<file path="config.mk">
export PLATFORM = sky130hd
export DESIGN_NAME = multicycle_control_fsm_flat
export DESIGN_NICKNAME = d
export VERILOG_FILES = /design/src/rtl/multicycle_control_fsm_pkg.sv /design/src/rtl/multicycle_control_fsm_if.sv /design/src/rtl/multicycle_control_fsm_mem_wait_counter.sv /design/src/rtl/multicycle_control_fsm.sv /design/src/flat_wrapper.sv
export SDC_FILE = /design/constraint.sdc
export NUM_CORES = 1
export LEC_CHECK = 0
export ABC_AREA = 1
export ABC_CLOCK_PERIOD_IN_PS = 1800
export CORE_ASPECT_RATIO = 1.2
export CORE_MARGIN = 2
export CORE_UTILIZATION = 42
export DETAILED_ROUTE_END_ITERATION = 8
export GPL_TIMING_DRIVEN = 0
export HOLD_SLACK_MARGIN = 0.06
export PLACE_DENSITY = 0.77
export SKIP_CTS_REPAIR_TIMING = 1
export SLEW_MARGIN = 15
export SYNTH_ARGS = -nofsm -noshare
export SYNTH_HDL_FRONTEND = slang
export SYNTH_HIERARCHICAL = 1
export SYNTH_SLANG_ARGS = --single-unit
</file>
<file path="constraint.sdc">
create_clock -name clk -period 1.8 [get_ports clk]
set_clock_uncertainty 0.1 [all_clocks]
set_input_delay 0.27 -clock clk [delete_from_list [all_inputs] [get_ports clk]]
set_output_delay 0.27 -clock clk [all_outputs]
set_load 0.03 [all_outputs]
</file>
<file path="src/rtl/multicycle_control_fsm_pkg.sv">
// Shared encodings for the multi-cycle RV32I control sequencer.
// Holds the state encoding, RV32I opcode constants and the mux/ALU-op encodings.
// Also provides the wait-counter width helper used by the counter sub-module.
package multicycle_control_fsm_pkg;

    // Sequencer states (3-bit encoding)
    typedef enum logic [2:0] {
        ST_FETCH     = 3'd0,
        ST_DECODE    = 3'd1,
        ST_EXEC      = 3'd2,
        ST_MEM_ACC   = 3'd3,
        ST_WRITEBACK = 3'd4,
        ST_PC_UPDATE = 3'd5,
        ST_HALT      = 3'd6
    } state_e;

    // RV32I major opcodes (IR[6:0])
    localparam logic [6:0] OP_ARITH     = 7'b0110011;
    localparam logic [6:0] OP_ARITH_IMM = 7'b0010011;
    localparam logic [6:0] OP_LOAD      = 7'b0000011;
    localparam logic [6:0] OP_STORE     = 7'b0100011;
    localparam logic [6:0] OP_BRANCH    = 7'b1100011;
    localparam logic [6:0] OP_JAL       = 7'b1101111;
    localparam logic [6:0] OP_JALR      = 7'b1100111;
    localparam logic [6:0] OP_ECALL     = 7'b1110011;

    // alu_op encodings consumed by the ALU control unit
    localparam logic [1:0] ALU_OP_ADD   = 2'b00;
    localparam logic [1:0] ALU_OP_BR    = 2'b01;
    localparam logic [1:0] ALU_OP_FUNCT = 2'b10;

    // ALU operand selects
    localparam logic       SRC_A_PC     = 1'b0;
    localparam logic       SRC_A_REG    = 1'b1;
    localparam logic [1:0] SRC_B_REG    = 2'b00;
    localparam logic [1:0] SRC_B_FOUR   = 2'b01;
    localparam logic [1:0] SRC_B_IMM    = 2'b10;

    // PC input selects
    localparam logic [1:0] PC_SRC_ALU       = 2'b00;
    localparam logic [1:0] PC_SRC_ALUOUT    = 2'b01;
    localparam logic [1:0] PC_SRC_ALU_ALIGN = 2'b10;

    // Counter width able to hold MEM_WAIT, never narrower than one bit
    function automatic int unsigned wait_cnt_width(input int unsigned mem_wait);
        int unsigned n;
        n = $clog2(mem_wait + 1);
        return (n < 1) ? 1 : n;
    endfunction

endpackage

</file>
<file path="src/rtl/multicycle_control_fsm_if.sv">
// Control bundle between the sequencer and the multi-cycle datapath.
// master = sequencer side (drives strobes/selects), slave = datapath side.
// Purely combinational wiring; no storage.
interface multicycle_control_fsm_if;

    // datapath status into the sequencer
    logic [6:0] opcode;
    logic       bcond;
    logic       halt_req;

    // sequencer controls into the datapath
    logic       pc_write;
    logic [1:0] pc_source;
    logic       iord;
    logic       mem_read;
    logic       mem_write;
    logic       ir_write;
    logic       reg_write;
    logic       mem_to_reg;
    logic       alu_src_a;
    logic [1:0] alu_src_b;
    logic [1:0] alu_op;
    logic       is_halted;

    modport master (
        input  opcode, bcond, halt_req,
        output pc_write, pc_source, iord, mem_read, mem_write, ir_write,
               reg_write, mem_to_reg, alu_src_a, alu_src_b, alu_op, is_halted
    );

    modport slave (
        output opcode, bcond, halt_req,
        input  pc_write, pc_source, iord, mem_read, mem_write, ir_write,
               reg_write, mem_to_reg, alu_src_a, alu_src_b, alu_op, is_halted
    );

endinterface

</file>
<file path="src/rtl/multicycle_control_fsm_mem_wait_counter.sv">
// Memory wait-state counter: loads MEM_WAIT, counts down, flags the final access cycle.
// Latency: last_o is combinational from the count register.
// No backpressure; holds at zero until reloaded.
module multicycle_control_fsm_mem_wait_counter
    import multicycle_control_fsm_pkg::*;
#(
    parameter int unsigned MEM_WAIT = 0
) (
    input  logic clk,
    input  logic reset,
    input  logic load_i,
    input  logic count_en_i,
    output logic last_o
);

    localparam int unsigned   CW       = wait_cnt_width(MEM_WAIT);
    localparam logic [CW-1:0] CNT_INIT = CW'(MEM_WAIT);
    localparam logic [CW-1:0] CNT_ONE  = CW'(1);
    localparam logic [CW-1:0] CNT_ZERO = '0;

    logic [CW-1:0] cnt_q;

    // Reload on entry to a memory state, otherwise count down to zero while accessing
    always_ff @(posedge clk) begin
        if (!reset) begin
            cnt_q <= CNT_INIT;
        end else if (load_i) begin
            cnt_q <= CNT_INIT;
        end else if (count_en_i && (cnt_q != CNT_ZERO)) begin
            cnt_q <= cnt_q - CNT_ONE;
        end
    end

    assign last_o = (cnt_q == CNT_ZERO);

endmodule

</file>
<file path="src/rtl/multicycle_control_fsm.sv">
// Multi-cycle RV32I control sequencer: FETCH/DECODE/EXEC/MEM_ACC/WRITEBACK/PC_UPDATE, sticky HALT.
// Controls decode combinationally from the current state (branch pc_write also from bcond).
// Memory accesses stretch by MEM_WAIT cycles; reset low forces every strobe and select to 0.
module multicycle_control_fsm
    import multicycle_control_fsm_pkg::*;
#(
    parameter int unsigned MEM_WAIT = 0
) (
    input  logic                           clk,
    input  logic                           reset,
    multicycle_control_fsm_if.master       bus
);

    state_e     state_q;
    state_e     state_d;
    logic       halted_q;

    logic       wait_last;
    logic       wait_load;
    logic       wait_count;

    logic       pc_write_c;
    logic [1:0] pc_source_c;
    logic       iord_c;
    logic       mem_read_c;
    logic       mem_write_c;
    logic       ir_write_c;
    logic       reg_write_c;
    logic       mem_to_reg_c;
    logic       alu_src_a_c;
    logic [1:0] alu_src_b_c;
    logic [1:0] alu_op_c;

    // A fresh wait window starts whenever we move into a memory state from elsewhere
    assign wait_load  = (state_d != state_q) &&
                        ((state_d == ST_FETCH) || (state_d == ST_MEM_ACC));
    assign wait_count = (state_q == ST_FETCH) || (state_q == ST_MEM_ACC);

    multicycle_control_fsm_mem_wait_counter #(
        .MEM_WAIT (MEM_WAIT)
    ) u_wait (
        .clk        (clk),
        .reset      (reset),
        .load_i     (wait_load),
        .count_en_i (wait_count),
        .last_o     (wait_last)
    );

    // Next-state and control decode; reset low overrides every control
    always_comb begin
        state_d      = state_q;
        pc_write_c   = 1'b0;
        pc_source_c  = PC_SRC_ALU;
        iord_c       = 1'b0;
        mem_read_c   = 1'b0;
        mem_write_c  = 1'b0;
        ir_write_c   = 1'b0;
        reg_write_c  = 1'b0;
        mem_to_reg_c = 1'b0;
        alu_src_a_c  = SRC_A_PC;
        alu_src_b_c  = SRC_B_REG;
        alu_op_c     = ALU_OP_ADD;

        unique case (state_q)
            ST_FETCH: begin
                mem_read_c = 1'b1;
                if (wait_last) begin
                    ir_write_c = 1'b1;
                    state_d    = ST_DECODE;
                end
            end

            ST_DECODE: begin
                // ALUOut <= PC + imm, used later as branch/jump target
                alu_src_b_c = SRC_B_IMM;
                if (bus.opcode == OP_ECALL) begin
                    state_d = bus.halt_req ? ST_HALT : ST_PC_UPDATE;
                end else begin
                    state_d = ST_EXEC;
                end
            end

            ST_EXEC: begin
                unique case (bus.opcode)
                    OP_ARITH: begin
                        alu_src_a_c = SRC_A_REG;
                        alu_op_c    = ALU_OP_FUNCT;
                        state_d     = ST_WRITEBACK;
                    end
                    OP_ARITH_IMM: begin
                        alu_src_a_c = SRC_A_REG;
                        alu_src_b_c = SRC_B_IMM;
                        alu_op_c    = ALU_OP_FUNCT;
                        state_d     = ST_WRITEBACK;
                    end
                    OP_LOAD, OP_STORE: begin
                        alu_src_a_c = SRC_A_REG;
                        alu_src_b_c = SRC_B_IMM;
                        state_d     = ST_MEM_ACC;
                    end
                    OP_BRANCH: begin
                        alu_src_a_c = SRC_A_REG;
                        alu_op_c    = ALU_OP_BR;
                        if (bus.bcond) begin
                            pc_write_c  = 1'b1;
                            pc_source_c = PC_SRC_ALUOUT;
                            state_d     = ST_FETCH;
                        end else begin
                            state_d = ST_PC_UPDATE;
                        end
                    end
                    OP_JAL, OP_JALR: begin
                        // ALUOut <= PC + 4, the link value
                        alu_src_b_c = SRC_B_FOUR;
                        state_d     = ST_WRITEBACK;
                    end
                    default: begin
                        // unrecognised opcode behaves as a NOP
                        state_d = ST_PC_UPDATE;
                    end
                endcase
            end

            ST_MEM_ACC: begin
                iord_c      = 1'b1;
                mem_read_c  = (bus.opcode == OP_LOAD);
                mem_write_c = (bus.opcode == OP_STORE);
                if (wait_last) begin
                    state_d = (bus.opcode == OP_LOAD) ? ST_WRITEBACK : ST_PC_UPDATE;
                end
            end

            ST_WRITEBACK: begin
                reg_write_c  = 1'b1;
                mem_to_reg_c = (bus.opcode == OP_LOAD);
                if (bus.opcode == OP_JAL) begin
                    alu_src_b_c = SRC_B_IMM;
                    pc_write_c  = 1'b1;
                    pc_source_c = PC_SRC_ALU;
                    state_d     = ST_FETCH;
                end else if (bus.opcode == OP_JALR) begin
                    alu_src_a_c = SRC_A_REG;
                    alu_src_b_c = SRC_B_IMM;
                    pc_write_c  = 1'b1;
                    pc_source_c = PC_SRC_ALU_ALIGN;
                    state_d     = ST_FETCH;
                end else begin
                    state_d = ST_PC_UPDATE;
                end
            end

            ST_PC_UPDATE: begin
                alu_src_b_c = SRC_B_FOUR;
                pc_write_c  = 1'b1;
                pc_source_c = PC_SRC_ALU;
                state_d     = ST_FETCH;
            end

            ST_HALT: begin
                // parked until reset; all inputs ignored
                state_d = ST_HALT;
            end

            default: begin
                state_d = ST_FETCH;
            end
        endcase

        if (!reset) begin
            pc_write_c   = 1'b0;
            pc_source_c  = 2'b00;
            iord_c       = 1'b0;
            mem_read_c   = 1'b0;
            mem_write_c  = 1'b0;
            ir_write_c   = 1'b0;
            reg_write_c  = 1'b0;
            mem_to_reg_c = 1'b0;
            alu_src_a_c  = 1'b0;
            alu_src_b_c  = 2'b00;
            alu_op_c     = 2'b00;
        end
    end

    // State register and sticky halt flag
    always_ff @(posedge clk) begin
        if (!reset) begin
            state_q  <= ST_FETCH;
            halted_q <= 1'b0;
        end else begin
            state_q <= state_d;
            if (state_d == ST_HALT) begin
                halted_q <= 1'b1;
            end
        end
    end

    assign bus.pc_write   = pc_write_c;
    assign bus.pc_source  = pc_source_c;
    assign bus.iord       = iord_c;
    assign bus.mem_read   = mem_read_c;
    assign bus.mem_write  = mem_write_c;
    assign bus.ir_write   = ir_write_c;
    assign bus.reg_write  = reg_write_c;
    assign bus.mem_to_reg = mem_to_reg_c;
    assign bus.alu_src_a  = alu_src_a_c;
    assign bus.alu_src_b  = alu_src_b_c;
    assign bus.alu_op     = alu_op_c;
    assign bus.is_halted  = halted_q;

endmodule
</file>
<file path="src/flat_wrapper.sv">
// flat-port wrapper written by rule: the top's interface ports become plain ports
module multicycle_control_fsm_flat import multicycle_control_fsm_pkg::*;
#(
    parameter int unsigned MEM_WAIT = 0
)
  (clk, reset, bus_opcode, bus_bcond, bus_halt_req, bus_pc_write, bus_pc_source, bus_iord, bus_mem_read, bus_mem_write, bus_ir_write, bus_reg_write, bus_mem_to_reg, bus_alu_src_a, bus_alu_src_b, bus_alu_op, bus_is_halted);
  multicycle_control_fsm_if bus_i ();
  input  logic clk;
  input  logic reset;
  input wire logic [$bits(bus_i.opcode)-1:0] bus_opcode;
  input wire logic [$bits(bus_i.bcond)-1:0] bus_bcond;
  input wire logic [$bits(bus_i.halt_req)-1:0] bus_halt_req;
  output wire logic [$bits(bus_i.pc_write)-1:0] bus_pc_write;
  output wire logic [$bits(bus_i.pc_source)-1:0] bus_pc_source;
  output wire logic [$bits(bus_i.iord)-1:0] bus_iord;
  output wire logic [$bits(bus_i.mem_read)-1:0] bus_mem_read;
  output wire logic [$bits(bus_i.mem_write)-1:0] bus_mem_write;
  output wire logic [$bits(bus_i.ir_write)-1:0] bus_ir_write;
  output wire logic [$bits(bus_i.reg_write)-1:0] bus_reg_write;
  output wire logic [$bits(bus_i.mem_to_reg)-1:0] bus_mem_to_reg;
  output wire logic [$bits(bus_i.alu_src_a)-1:0] bus_alu_src_a;
  output wire logic [$bits(bus_i.alu_src_b)-1:0] bus_alu_src_b;
  output wire logic [$bits(bus_i.alu_op)-1:0] bus_alu_op;
  output wire logic [$bits(bus_i.is_halted)-1:0] bus_is_halted;
  assign bus_i.opcode = bus_opcode;
  assign bus_i.bcond = bus_bcond;
  assign bus_i.halt_req = bus_halt_req;
  assign bus_pc_write = bus_i.pc_write;
  assign bus_pc_source = bus_i.pc_source;
  assign bus_iord = bus_i.iord;
  assign bus_mem_read = bus_i.mem_read;
  assign bus_mem_write = bus_i.mem_write;
  assign bus_ir_write = bus_i.ir_write;
  assign bus_reg_write = bus_i.reg_write;
  assign bus_mem_to_reg = bus_i.mem_to_reg;
  assign bus_alu_src_a = bus_i.alu_src_a;
  assign bus_alu_src_b = bus_i.alu_src_b;
  assign bus_alu_op = bus_i.alu_op;
  assign bus_is_halted = bus_i.is_halted;
  multicycle_control_fsm #(.MEM_WAIT(MEM_WAIT)) u_core (.clk(clk), .reset(reset), .bus(bus_i));
endmodule
</file>
==> reports/results.tsv <==
stage	metric	value	unit
synth	synthCells	122	
route	route.detailed.drc	0	
hold_path	holdPathEnd	u_core/u_wait/cnt_q	
floorplanning	floorplan.die_area	1920	um2
timing	min_period	1.94	ns
pwr	netSwitchingPower	0.000571	W
pwr	p_clk_frac	0.117	
setup_path	path_cells	nand2_2 -> nor2_4 -> inv_1 -> nor2_4 -> inv_2 -> nor4_4 -> buf_4	
grt	grt-ovfl-total	0	
placed_design	place_area	987	um2
cts	clk-insertion-delay-late	0.24	ns
setup_path	path_class	reg2out	
timing	setup_violations	2	
setup_path	ff2ff_path_depth	13	
synth	syn_nets	133	
synth	avgSynthCellArea	5.47	um2
setup_path	cp.arrival	1.57	ns
setup_path	r2r_slack	0.12	ns
setup_path	worstSetupStartpointType	flop	
finish	final_util	0.741	
route	drt-vias-per-instance	5.08	
synth	netlist_area	667	um2
synth	ys_types	24	
pwr	vdd_drop_max	0.633	mV
floorplanning	start_util	0.456	
setup_path	critPathMaxStageDelay	0.39	ns
grt	antenna_found_initial	0	
pwr	cellPowerDensity	986	nW/um2
timing	rsz0062_at_grt	yes	
timing	max_slew_margin	0.784	
pwr	total_power	0.00107	W
placed_design	post-place-ws	-1.06	ns
route	ant_nets	0	
finish	drive_gt1_frac	0.376	
placed_design	gp_congestion	0.816	
placed_design	dp_cells	164	
setup_path	path_buf_inv	3	
timing	fin_crit_sh	1.08	
setup_path	crit_required	1.43	ns
floorplanning	die_h	47.7	um
synth	yosysSeqAreaShare	0.150	
outcome	status	complete, but fails checks	
setup_path	crit_top_cell	nor2_4	
synth	synth-seq-cells	5	
outcome	violations	setup timing	
finish	stdcell_area	1080	um2
finish	antenna_cells	0	
cts	clk_pin_slew	0.04	ns
setup_path	r2r_start	u_core/state_q[2]	
floorplanning	std_cell_rows	15	
job	cap_violations	0	
finish	fin_cells	174	
finish	syn2layout_area_growth	62.7	%
route	detail_route.iter0.violations	17	
pwr	internal_power	0.000499	W
setup_path	r2r_end	u_core/u_wait/cnt_q	
grt	grt_pass1_vias	776	
route	post_drt_wl_per_cell	12.0	um
timing	worst_pin_slew	0.323	ns
timing	finalWorstSetupSlack	-0.137	ns
cts	cts_tree	done	
route	finalWirelength	2090	um
setup_path	end_kind	output pin	
pwr	power_leakage	0.647	nW
finish	nets	169	
timing	fmax	516	MHz
pwr	p_comb_frac	0.684	
route	vias	884	
grt	grt_start_max_net_pins	10	
placed_design	hpwlAfterDp	1550	um
grt	grt_usage	0.224	
placed_design	port_buffers	25	
setup_path	crit_family	simple AND/OR/NAND/NOR gates	
hold_path	whs_path_depth	3	
synth	yosys_warnings	6	
hold_path	hold_class	in2reg	
timing	maxSlewViolCount	0	
pwr	pwr-share-seq	0.199	
pwr	swShare	0.534	
cts	htree_levels	1	
grt	grt_pass1_wl	2970	um
cts	cts-root-buf	clkbuf_4	
setup_path	cp_slowest_cell	dfxtp_4	
floorplanning	die_x	40.4	um
floorplanning	ios	26	
setup_path	cp_max_fo	7	
route	firstDrtPassIters	5	
hold_path	min_from	reset	
cts	clock_sinks	5	
floorplanning	core	1460	um2
timing	hold_violations	0	
cts	clk_path_buf_depth	2	
cts	cts_buffers	3	
==> layer usage <==
| metal | track usage | vias to the layer above | part of all wire |
|---|---|---|---|
| li1 | - | 450 | - |
| met4 | 0.113 | 0 | 0 |
| met1 | 0.246 | 409 | 0.39 |
| met3 | 0.0326 | 0 | 0.044 |
| met2 | 0.406 | 25 | 0.57 |
| met5 | 0 | - | 0 |
==> sequential cells by signal, indices dropped and copies added, names as in the netlist <==
signal and count:
u_core/bus.is_halted 1, u_core/state_q 3, u_core/u_wait/cnt_q 1
==> worst min-delay path: cells and delay by family <==
family        cells  cell delay, ns
buf+inv           1            0.17
simple gates      2            0.14
==> layout make-up <==
type / count / area [um2]
multi-input cells: 90 / 541
fillers: 126 / 379
repair buffers: 31 / 285
flip-flops and latches: 5 / 106
inverters: 27 / 105
clock buffers: 4 / 26.3
well taps: 17 / 21.3
==> worst max-delay path by stage <==
stage	startpoint	endpoint	slack [ns]	depth (start not counted)
2_1_floorplan	u_core/state_q[1]	bus_mem_write	-0.02	6
3_3_place_gp	reset	bus_mem_write	-1.06	6
3_5_place_dp	reset	bus_mem_write	-1.06	6
4_1_cts	reset	bus_mem_write	-1.06	6
5_1_grt	u_core/state_q[1]	bus_mem_write	-0.21	7
6_report	u_core/state_q[1]	bus_mem_write	-0.14	7
==> layout by cell type, fill, tap and decap left out, types with 3 or more instances in the layout <==
cell type	n
nand4_1	3
nor2_1	16
dlymetal6s2s_1	10
inv_1	16
clkdlybuf4s50_1	3
buf_4	9
nand3_1	14
inv_2	10
nand2_2	6
nand2_1	24
clkbuf_4	5
clkbuf_2	3
nor2_4	6
a21oi_1	4
nand2_4	3
==> stage by stage <==
step | setup TNS (ns) | hold slack [ns]
floorplan | -0.0185 | 0.289
global placement | -11.88 | 0.321
detailed placement | -11.95 | 0.326
CTS | -11.42 | 0.332
global route | -0.564 | 0.301
finish | -0.153 | 0.285
==> power groups by stage <==
stage / clock network, W / logic, W / registers, W
after floorplan: 0 / 0.000506 / 0.000198
after detailed placement: 0 / 0.000690 / 0.000204
after global routing: 0.000134 / 0.000815 / 0.000216
after CTS: 0.000130 / 0.000704 / 0.000202
final: 0.000125 / 0.000732 / 0.000213
after global placement: 0 / 0.000676 / 0.000201
==> Yosys cell counts <==
| library cell | instances | share of area |
|---|---|---|
| a21oi_1 | 4 | 0.030 |
| a31o_2 | 1 | 0.013 |
| a31oi_1 | 1 | 0.0094 |
| clkinv_1 | 1 | 0.0056 |
| dfxtp_1 | 5 | 0.15 |
| inv_1 | 21 | 0.12 |
| inv_2 | 5 | 0.028 |
| nand2_1 | 27 | 0.15 |
| nand2_2 | 3 | 0.028 |
| nand2_4 | 3 | 0.051 |
| nand3_1 | 15 | 0.11 |
| nand3_2 | 1 | 0.015 |
| nand3b_1 | 1 | 0.011 |
| nand4_1 | 3 | 0.028 |
| nor2_1 | 19 | 0.11 |
| nor2_2 | 4 | 0.038 |
| nor2_4 | 1 | 0.017 |
| nor2_8 | 1 | 0.030 |
| nor3_1 | 1 | 0.0075 |
| nor3_2 | 1 | 0.015 |
| nor4_1 | 1 | 0.0094 |
| o21ai_0 | 1 | 0.0075 |
| o21ai_1 | 1 | 0.0075 |
| o22ai_1 | 1 | 0.0094 |
==> kinds of logic after synthesis <==
kind of cell    Yosys count  synth area share
buf+inv                  27             0.152
simple gates             81             0.621
flops                     5             0.150
compound gates            9            0.0769
Note: power is estimated with default switching activity, not from simulation.
